$ cat src/rtl/alu_seq_pkg.sv
// Shared types and constants for the ALU command sequencer.
//   seq_state_t  : sequencer FSM states
//   OPW / DATAW  : opcode and data widths of the ALU core interface
//   cmd_entry_t  : one command-table entry {opcode, a, b, cin}
// Optional feature macro: ALU_SEQ_CHKSUM_EN (adds the chksum output on the top).
package alu_seq_pkg;

  localparam int OPW   = 8;
  localparam int DATAW = 8;

  typedef enum logic [2:0] {
    S_IDLE,
    S_LOAD_A,
    S_LOAD_B,
    S_WAIT,
    S_DONE
  } seq_state_t;

  typedef struct packed {
    logic [OPW-1:0]   opcode;
    logic [DATAW-1:0] a;
    logic [DATAW-1:0] b;
    logic             cin;
  } cmd_entry_t;

  localparam int CMD_W = $bits(cmd_entry_t);

endpackage

$ cat src/rtl/alu_seq_table.sv
// DEPTH-entry register file: synchronous write, asynchronous read,
// asynchronous clear of every entry on reset.
//   clk, rst_n : clock, async active-low reset (clears contents)
//   we, waddr, wdata : write port, captured on the rising edge
//   raddr, rdata     : combinational read port
module alu_seq_table
  import alu_seq_pkg::*;
#(
  parameter int DEPTH = 8,
  parameter int WIDTH = DATAW
) (
  input  logic                     clk,
  input  logic                     rst_n,
  input  logic                     we,
  input  logic [$clog2(DEPTH)-1:0] waddr,
  input  logic [WIDTH-1:0]         wdata,
  input  logic [$clog2(DEPTH)-1:0] raddr,
  output logic [WIDTH-1:0]         rdata
);

  logic [WIDTH-1:0] mem [DEPTH];

  always_ff @(posedge clk or negedge rst_n) begin
    if (!rst_n) begin
      for (int i = 0; i < DEPTH; i++) mem[i] <= '0;
    end else if (we) begin
      mem[waddr] <= wdata;
    end
  end

  assign rdata = mem[raddr];

endmodule

$ cat src/rtl/alu_cmd_sequencer.sv
// Command sequencer feeding the 8-bit ALU core's load interface from a
// host-programmed command table. Each entry is issued as operand A then
// operand B on single-cycle load strobes; after RESULT_LAT cycles the core's
// result and carry are captured into a result buffer.
//   clk, rst_n          : clock, async active-low reset
//   start, count        : run request (IDLE only) and number of entries
//   busy, done          : sequence in progress, one-cycle completion pulse
//   prog_*              : command-table write port (ignored while busy)
//   cpu_data_in/opcode/cin/load : drive to the core
//   cpu_data_out/cout   : result from the core
//   res_addr, res_data, res_carry : combinational result-buffer read
// Optional: define ALU_SEQ_CHKSUM_EN to add output chksum, the XOR of all
// results captured since the last accepted start.
//
// state    | meaning
// S_IDLE   | waiting for start; command table writable
// S_LOAD_A | operand A of entry idx on cpu_data_in, load strobe
// S_LOAD_B | operand B of entry idx on cpu_data_in, load strobe
// S_WAIT   | waiting RESULT_LAT cycles; capture on the last one
// S_DONE   | one-cycle done pulse; command table writable
module alu_cmd_sequencer
  import alu_seq_pkg::*;
#(
  parameter int DEPTH      = 8,
  parameter int RESULT_LAT = 1
) (
  input  logic                     clk,
  input  logic                     rst_n,
  input  logic                     start,
  input  logic [$clog2(DEPTH):0]   count,
  output logic                     busy,
  output logic                     done,
  input  logic                     prog_we,
  input  logic [$clog2(DEPTH)-1:0] prog_addr,
  input  logic [OPW-1:0]           prog_opcode,
  input  logic [DATAW-1:0]         prog_a,
  input  logic [DATAW-1:0]         prog_b,
  input  logic                     prog_cin,
  output logic [DATAW-1:0]         cpu_data_in,
  output logic [OPW-1:0]           cpu_opcode,
  output logic                     cpu_cin,
  output logic                     cpu_load,
  input  logic [DATAW-1:0]         cpu_data_out,
  input  logic                     cpu_cout,
  input  logic [$clog2(DEPTH)-1:0] res_addr,
  output logic [DATAW-1:0]         res_data,
  output logic                     res_carry
`ifdef ALU_SEQ_CHKSUM_EN
  ,
  output logic [DATAW-1:0]         chksum
`endif
);

  localparam int AW  = $clog2(DEPTH);
  localparam int CW  = AW + 1;
  // wait counter only ever holds RESULT_LAT-1 down to 0
  localparam int WCW = (RESULT_LAT > 1) ? $clog2(RESULT_LAT) : 1;
  localparam int RW  = DATAW + 1;

  seq_state_t       state, state_nxt;
  logic [AW-1:0]    idx;
  logic [CW-1:0]    count_q;
  logic [WCW-1:0]   wait_cnt;

  cmd_entry_t       cmd_wdata, cmd_rdata;
  logic             cmd_we;
  logic [RW-1:0]    res_wdata, res_rdata;
  logic             capture;
  logic             last_entry;

  // table writes only land while no sequence is reading the table
  assign cmd_we     = prog_we && !busy;
  assign cmd_wdata  = '{opcode: prog_opcode, a: prog_a, b: prog_b, cin: prog_cin};
  assign capture    = (state == S_WAIT) && (wait_cnt == '0);
  assign last_entry = (CW'(idx) == (count_q - CW'(1)));
  assign res_wdata  = {cpu_cout, cpu_data_out};
  assign res_data   = res_rdata[DATAW-1:0];
  assign res_carry  = res_rdata[DATAW];

  alu_seq_table #(.DEPTH(DEPTH), .WIDTH(CMD_W)) u_cmd_table (
    .clk   (clk),
    .rst_n (rst_n),
    .we    (cmd_we),
    .waddr (prog_addr),
    .wdata (cmd_wdata),
    .raddr (idx),
    .rdata (cmd_rdata)
  );

  alu_seq_table #(.DEPTH(DEPTH), .WIDTH(RW)) u_res_table (
    .clk   (clk),
    .rst_n (rst_n),
    .we    (capture),
    .waddr (idx),
    .wdata (res_wdata),
    .raddr (res_addr),
    .rdata (res_rdata)
  );

  always_ff @(posedge clk or negedge rst_n) begin
    if (!rst_n) begin
      state    <= S_IDLE;
      idx      <= '0;
      count_q  <= '0;
      wait_cnt <= '0;
    end else begin
      state <= state_nxt;
      case (state)
        S_IDLE: begin
          if (start && (count != '0)) begin
            count_q <= count;
            idx     <= '0;
          end
        end
        S_LOAD_B: wait_cnt <= WCW'(RESULT_LAT - 1);
        S_WAIT: begin
          if (wait_cnt != '0) begin
            wait_cnt <= wait_cnt - WCW'(1);
          end else if (!last_entry) begin
            idx <= idx + AW'(1);
          end
        end
        default: ;
      endcase
    end
  end

  always_comb begin
    state_nxt   = state;
    busy        = 1'b0;
    done        = 1'b0;
    cpu_data_in = '0;
    cpu_opcode  = '0;
    cpu_cin     = 1'b0;
    cpu_load    = 1'b0;
    case (state)
      S_IDLE: begin
        if (start) state_nxt = (count == '0) ? S_DONE : S_LOAD_A;
      end
      S_LOAD_A: begin
        busy        = 1'b1;
        cpu_load    = 1'b1;
        cpu_data_in = cmd_rdata.a;
        cpu_opcode  = cmd_rdata.opcode;
        cpu_cin     = cmd_rdata.cin;
        state_nxt   = S_LOAD_B;
      end
      S_LOAD_B: begin
        busy        = 1'b1;
        cpu_load    = 1'b1;
        cpu_data_in = cmd_rdata.b;
        cpu_opcode  = cmd_rdata.opcode;
        cpu_cin     = cmd_rdata.cin;
        state_nxt   = S_WAIT;
      end
      S_WAIT: begin
        busy       = 1'b1;
        cpu_opcode = cmd_rdata.opcode;
        cpu_cin    = cmd_rdata.cin;
        if (capture) state_nxt = last_entry ? S_DONE : S_LOAD_A;
      end
      S_DONE: begin
        done      = 1'b1;
        state_nxt = S_IDLE;
      end
      default: state_nxt = S_IDLE;
    endcase
  end

`ifdef ALU_SEQ_CHKSUM_EN
  always_ff @(posedge clk or negedge rst_n) begin
    if (!rst_n) begin
      chksum <= '0;
    end else if ((state == S_IDLE) && start) begin
      chksum <= '0;
    end else if (capture) begin
      chksum <= chksum ^ cpu_data_out;
    end
  end
`endif

endmodule
$ cat config.mk
export PLATFORM = sky130hd
export DESIGN_NAME = alu_cmd_sequencer
export DESIGN_NICKNAME = d
export VERILOG_FILES = /design/src/rtl/alu_seq_pkg.sv /design/src/rtl/alu_seq_table.sv /design/src/rtl/alu_cmd_sequencer.sv
export SDC_FILE = /design/constraint.sdc
export NUM_CORES = 1
export LEC_CHECK = 0
export CAP_MARGIN = 5
export CORE_ASPECT_RATIO = 1.5
export CORE_UTILIZATION = 45
export DETAILED_ROUTE_END_ITERATION = 8
export PLACE_DENSITY = 0.64
export SYNTH_ARGS = -nofsm -noshare
export SYNTH_HDL_FRONTEND = slang
export SYNTH_SLANG_ARGS = --single-unit
$ cat constraint.sdc
create_clock -name clk -period 2.3 [get_ports clk]
set_input_delay 0.46 -clock clk [delete_from_list [all_inputs] [get_ports clk]]
set_output_delay 0.46 -clock clk [all_outputs]
set_load 0.05 [all_outputs]
; After elaboration in Yosys (flattened, before gate mapping)
; Cells that the tools add are included.
[totals]
ff_bits = 283
input_bits = 48
[classes]
add_sub_neg = 3
n_lt_le_gt_ge = 5
eq_ne = 10
mux = 29
n_bitwise = 4
reduce_logical = 16
[ops]
columns = cell, count
row1 = 200-bit bitwise mux, 1
row2 = 25-bit binary-select mux with 3-bit select, 1
row3 = 25-bit demux with 3-bit select, 1
row4 = 25-bit 2-to-1 mux, 3
row5 = 72-bit bitwise mux, 1
row6 = 9-bit binary-select mux with 3-bit select, 1
row7 = 9-bit demux with 3-bit select, 1
row8 = 9-bit 2-to-1 mux, 3
row9 = 3-bit 2-to-1 mux, 7
row10 = 8-bit case mux with 2 select lines, 1
row11 = 4-bit greater-or-equal comparator (second input constant), 3
row12 = 3-bit inverter with 4-bit output, 3
row13 = 3-bit case mux with 4 select lines, 1
row14 = 2-bit inequality test (second input constant), 5
row15 = 4-bit by 1-bit less-than comparator with 1-bit output (second input constant), 2
row16 = 8-bit 2-to-1 mux, 1
row17 = 3-bit by 2-bit == test with 1-bit output (second input constant), 2
row18 = 3-bit case mux with 2 select lines, 1
row19 = 1-bit logical AND, 5
row20 = 1-bit 2-to-1 mux, 5
row21 = 3-bit by 4-bit == test with 1-bit output, 1
row22 = 4-bit logical NOT, 1
row23 = 2-bit AND reduction, 2
row24 = 4-bit AND reduction, 1
row25 = other kinds (13), 14

; Depth between registers and ports, before layout
[depth]
ltp_word = 6
depth_mapped = 8
ltp_nobuf = 6

; By module
; A second synthesis with hierarchy kept.
[unflattened]
hier_cells = 807
hier_area_um2 = 13300.3
[modules_own_cells]
columns = module, instances, cells_each, area_each_um2
row1 = alu_seq_table (u_cmd_table), 1, 521, 9153.8
row2 = alu_seq_table (u_res_table), 1, 191, 3352.0
row3 = alu_cmd_sequencer, 1, 95, 794.5

; Least setup slack after synthesis
; Ideal clock, no wire load.
[synth_timing]
path_kind = register -> output
start = register idx[1]
end = output port cpu_data_in[0]
arrival_time_ns = 2.077
required_ns = 1.840
setup_slack_ns = -0.237
stages_incl_launch_ff = 6
n_path_buf = 3
cell_sequence = dfrtp_1 -> buf_2 -> buf_2 -> buf_1 -> mux2i_1 -> o22ai_1
[synth_via]
elab_chain_len = 5
[synth_rtl]
columns = element, line_no
row1 = "start, declared", alu_cmd_sequencer.sv:61  ; logic [AW-1:0] idx;
row2 = "start signal, assigned", alu_cmd_sequencer.sv:120  ; idx <= idx + AW'(1);
row3 = 3-bit inverter with 4-bit output (not written as such), alu_seq_table.sv:31  ; assign rdata = mem[raddr];
row4 = 25-bit binary-select mux with 3-bit select, alu_seq_table.sv:31
row5 = 25-bit 2-to-1 mux (not written as such) (2 in a row), alu_seq_table.sv:31
row6 = 8-bit case mux with 2 select lines, alu_cmd_sequencer.sv:136  ; case (state)
row7 = "end, declared", alu_cmd_sequencer.sv:39  ; output logic [DATAW-1:0] cpu_data_in,
; Every way passes these cells. The select of a mux whose other input is x is not followed.

; Worst setup path after layout
[layout_timing]
start = register idx[0]
end = output port cpu_data_in[0]
; Same word-level chain as after synthesis.

==> metrics <==
Worst slew margin=around 62%; Comb pwr share=between 40% and 50%; Worst EP required=1.84 ns; final setup fails=19; Area growth, synth to finish=25.02%; Top Metal Used=met4; CTS buffer count=29; Main synth FF type=dfrtp_1; largest net degree at the start of global routing=70; TritonCTS clock tree=done; met3 WL post-DR=993 µm; layout cells sized above 1=58.14%; final worst slack=-0.5024 ns; port bufs=76; Clk pwr share=21.1%; Pint=16.27 mW; worst-path fanout max=7; RSZ-0062 raised after global routing=true; Residual DRC=0; vias post-DR=between 7k and 8k; # rows=between 70 and 80; Yosys cell types=42; Post-synth EDFFs=0; IO Count=77; CTS H-Tree Depth=1; WP data arrival=between 2 and 2.5 ns; Seq cells post-synth=between 200 and 300; WL met1=12080 µm; CTS clock-pin slew for the worst setup and hold paths=0.06 ns; period utilization=121.8%; final hold vios=0; HPWL after detailed placement=19460 µm; register area share after synthesis=54.45%; most common cell after layout, fill and taps aside=dfrtp_1; Achievable Freq=about 360 MHz; worst path cell trace=buf_6, mux4_2, mux2i_2, buf_4, o22ai_4, buf_6; Final Slew Violations=0; drt via density=between 5 and 6; effective utilization at floorplan=about 46%; most frequent cells in the layout=dfrtp_1, mux2_2, mux4_2; Syn Inst Count=795; hold crit path type=primary input to asynchronous set/reset pin; Fin Setup TNS=-7.306 ns; routability cong.=0.7670; final routed wire length divided by cell count=about 23 µm; clock latency on the worst-skew pair=0.54 ns; Crit Path Category=flop to primary output; Die Wd=140.6 µm; Worst Setup SP=idx[0]; RR Startpoint=idx[2]; Net Switching=around 8 mW; Inst Count DP=1239; fin crit period=2.802 ns; global-route wire length before repair=48990 µm; Worst path most repeated cell=buf_6; status=finished with violations; die area=~29000 µm²; Lkg Pwr=approximately 7.2 nW; Die H=between 200 and 250 µm; WP buf/inv=3; P per Cell Area=1494 nW/µm²; VDD IR max=1203 µV; Final ANT Viol Nets=0; Initial DRT Pass Iterations=4; DR WL met2=between 15000 and 20000 µm; cell family with most CP delay=multiplexers; Mapped Area=12960 µm²; overall routed net length=30170 µm; overall routing resource usage=21.72%; Non-Filler Instances=1305; Avg Synthesized Cell Area=16.30 µm²; Synth Net Count=approximately 850; maxcap violations=0; Core Region=28150 µm²; First DRT Iteration DRCs=375; Critical Path Source Type=flop; clk_skew=0.007259 ns; Worst-Margin Slew=between 0.5 and 0.6 ns; switching share of power=32.82%; initial antenna violation count=1; Async SR Flop Fraction=100.0%; failing checks=negative setup slack; Clock Sinks=282; CTS root buf=clkbuf_16; vias in the first global route=about 8.6k; CP max-delay cell=mux4_2; clk buf depth=3; critical path's largest stage delay=roughly 0.52 ns; grt total ovfl=0; Filler Cell Count=between 2k and 2.5k; synth warn=0; element type at the critical path end=primary output; NumNets Final=between 900 and 1k; sequential power share=35.8%
==> synthesized netlist by cell type (2+ instances only) <==
| library cell | count | area share (%) |
|---|---|---|
| buf_6 | 6 | 0.52 |
| nand2_2 | 3 | 0.14 |
| or3_1 | 2 | 0.097 |
| xor2_1 | 3 | 0.20 |
| o22ai_1 | 8 | 0.39 |
| nand2_1 | 10 | 0.29 |
| nor2_1 | 15 | 0.43 |
| dfrtp_1 | 282 | 54 |
| mux2i_1 | 28 | 2.2 |
| a21oi_1 | 7 | 0.27 |
| mux4_2 | 68 | 12 |
| and3_1 | 2 | 0.097 |
| mux2_4 | 20 | 2.3 |
| nand3b_1 | 3 | 0.17 |
| a31oi_1 | 2 | 0.097 |
| mux2_2 | 264 | 23 |
| buf_4 | 2 | 0.12 |
| nor3b_1 | 2 | 0.12 |
| ha_1 | 2 | 0.19 |
| nand4b_1 | 3 | 0.20 |
| clkbuf_1 | 4 | 0.12 |
| nand2_4 | 3 | 0.26 |
| buf_2 | 30 | 1.2 |
| buf_1 | 4 | 0.12 |
| inv_1 | 4 | 0.12 |
| nor2b_1 | 2 | 0.097 |
==> timing repair <==
| item | 4_1_cts | 5_1_grt |
|---|---|---|
| setup endpoints to repair | 27 | 27 |
| gates cloned | 3 | 0 |
| hold buffers | 1 | 0 |
| buffers inserted | 8 | 1 |
| resized for setup | 64 | 16 |
| hold endpoints to repair | 60 | 0 |
| pin swaps | 4 | 3 |
==> metal layers <==
metal  track usage [%]  vias to the layer above
li1                  -                     3288
met1             26.64                     4036
met2             39.59                      150
met3             2.510                       51
met4             7.384                        0
met5                 0                        -
==> cell type report <==
| class | count | area (µm²) | area share (%) |
|---|---|---|---|
| Sequential cell | 282 | 7066 | 43.61 |
| Tap cell | 346 | 432.9 | 2.672 |
| Timing Repair Buffer | 156 | 1802 | 11.12 |
| Inverter | 5 | 18.77 | 0.1158 |
| Clock inverter | 14 | 225.2 | 1.390 |
| Multi-Input combinational cell | 462 | 5823 | 35.94 |
| Antenna cell | 1 | 2.502 | 0.01544 |
| Clock buffer | 39 | 833.3 | 5.143 |
==> worst register-to-register path, delay by kind of cell, from the launching register on <==
kind,cells,cell delay [ns]
AOI/OAI and AO/OA,1,0.29
buffers and inverters,2,0.34
and+or+nand+nor,1,0.40
xor gates and xnor gates,1,0.18
DFF,1,0.63
muxes,1,0.22
==> kinds of logic (layout without fill, tap and decap cells) <==
family,count (synthesis),after routing,synth area share (%)
buffers and inverters,51,214,2.172
muxes,381,381,39.32
xor gates and xnor gates,3,3,0.2028
AOI/OAI and AO/OA,21,21,1.033
and+or+nand+nor,55,55,2.626
other,0,1,0
DFF,282,282,54.45
adders and majority gates,2,2,0.1931
==> worst paths after layout <==
| kind | to | cells past startpoint | slack [ns] |
|---|---|---|---|
| setup / recovery | cpu_data_in[0] | 6 | -0.50 |
| hold / removal | u_cmd_table.mem[144] | 2 | 0.48 |
| setup reg to reg | idx[1] | 6 | 0.15 |
| hold reg to reg | u_cmd_table.mem[145] | 1 | 0.50 |
| max in group asynchronous | u_cmd_table.mem[113] | 3 | 1.03 |
| min in group clk | u_cmd_table.mem[145] | 1 | 0.50 |
==> power by group through the flow <==
| stage | combinational (mW) | clock (mW) | sequential [mW] |
|---|---|---|---|
| 4_1_cts | 10.4 | 5.28 | 8.63 |
| 2_1_floorplan | 7.12 | 0 | 8.10 |
| 6_report | 10.4 | 5.12 | 8.66 |
| 3_3_place_gp | 9.24 | 0 | 8.45 |
| 3_5_place_dp | 9.54 | 0 | 8.69 |
| 5_1_grt | 11.1 | 5.46 | 8.96 |
==> sequential cells by signal (all words and copies together), names as in the netlist <==
signal           count
state                3
u_cmd_table.mem    200
idx                  3
u_res_table.mem     72
count_q              4
==> per-stage QoR <==
step	setup WS, ns	hold slack, ns	power [mW]	cell area, µm²	utilization (%)
detailed placement	-0.3543	0.4624	18.23	14700	52.22
CTS	-0.5494	0.4838	24.30	16150	57.36
floorplan	0.04025	0.1644	15.21	13040	-
global placement	-0.3529	0.4538	17.69	14700	52.22
global route	-0.5609	0.5090	25.49	16200	57.56
finish	-0.5024	0.4832	24.22	16200	57.56
No activity file was read; power rests on OpenSTA's default activity.
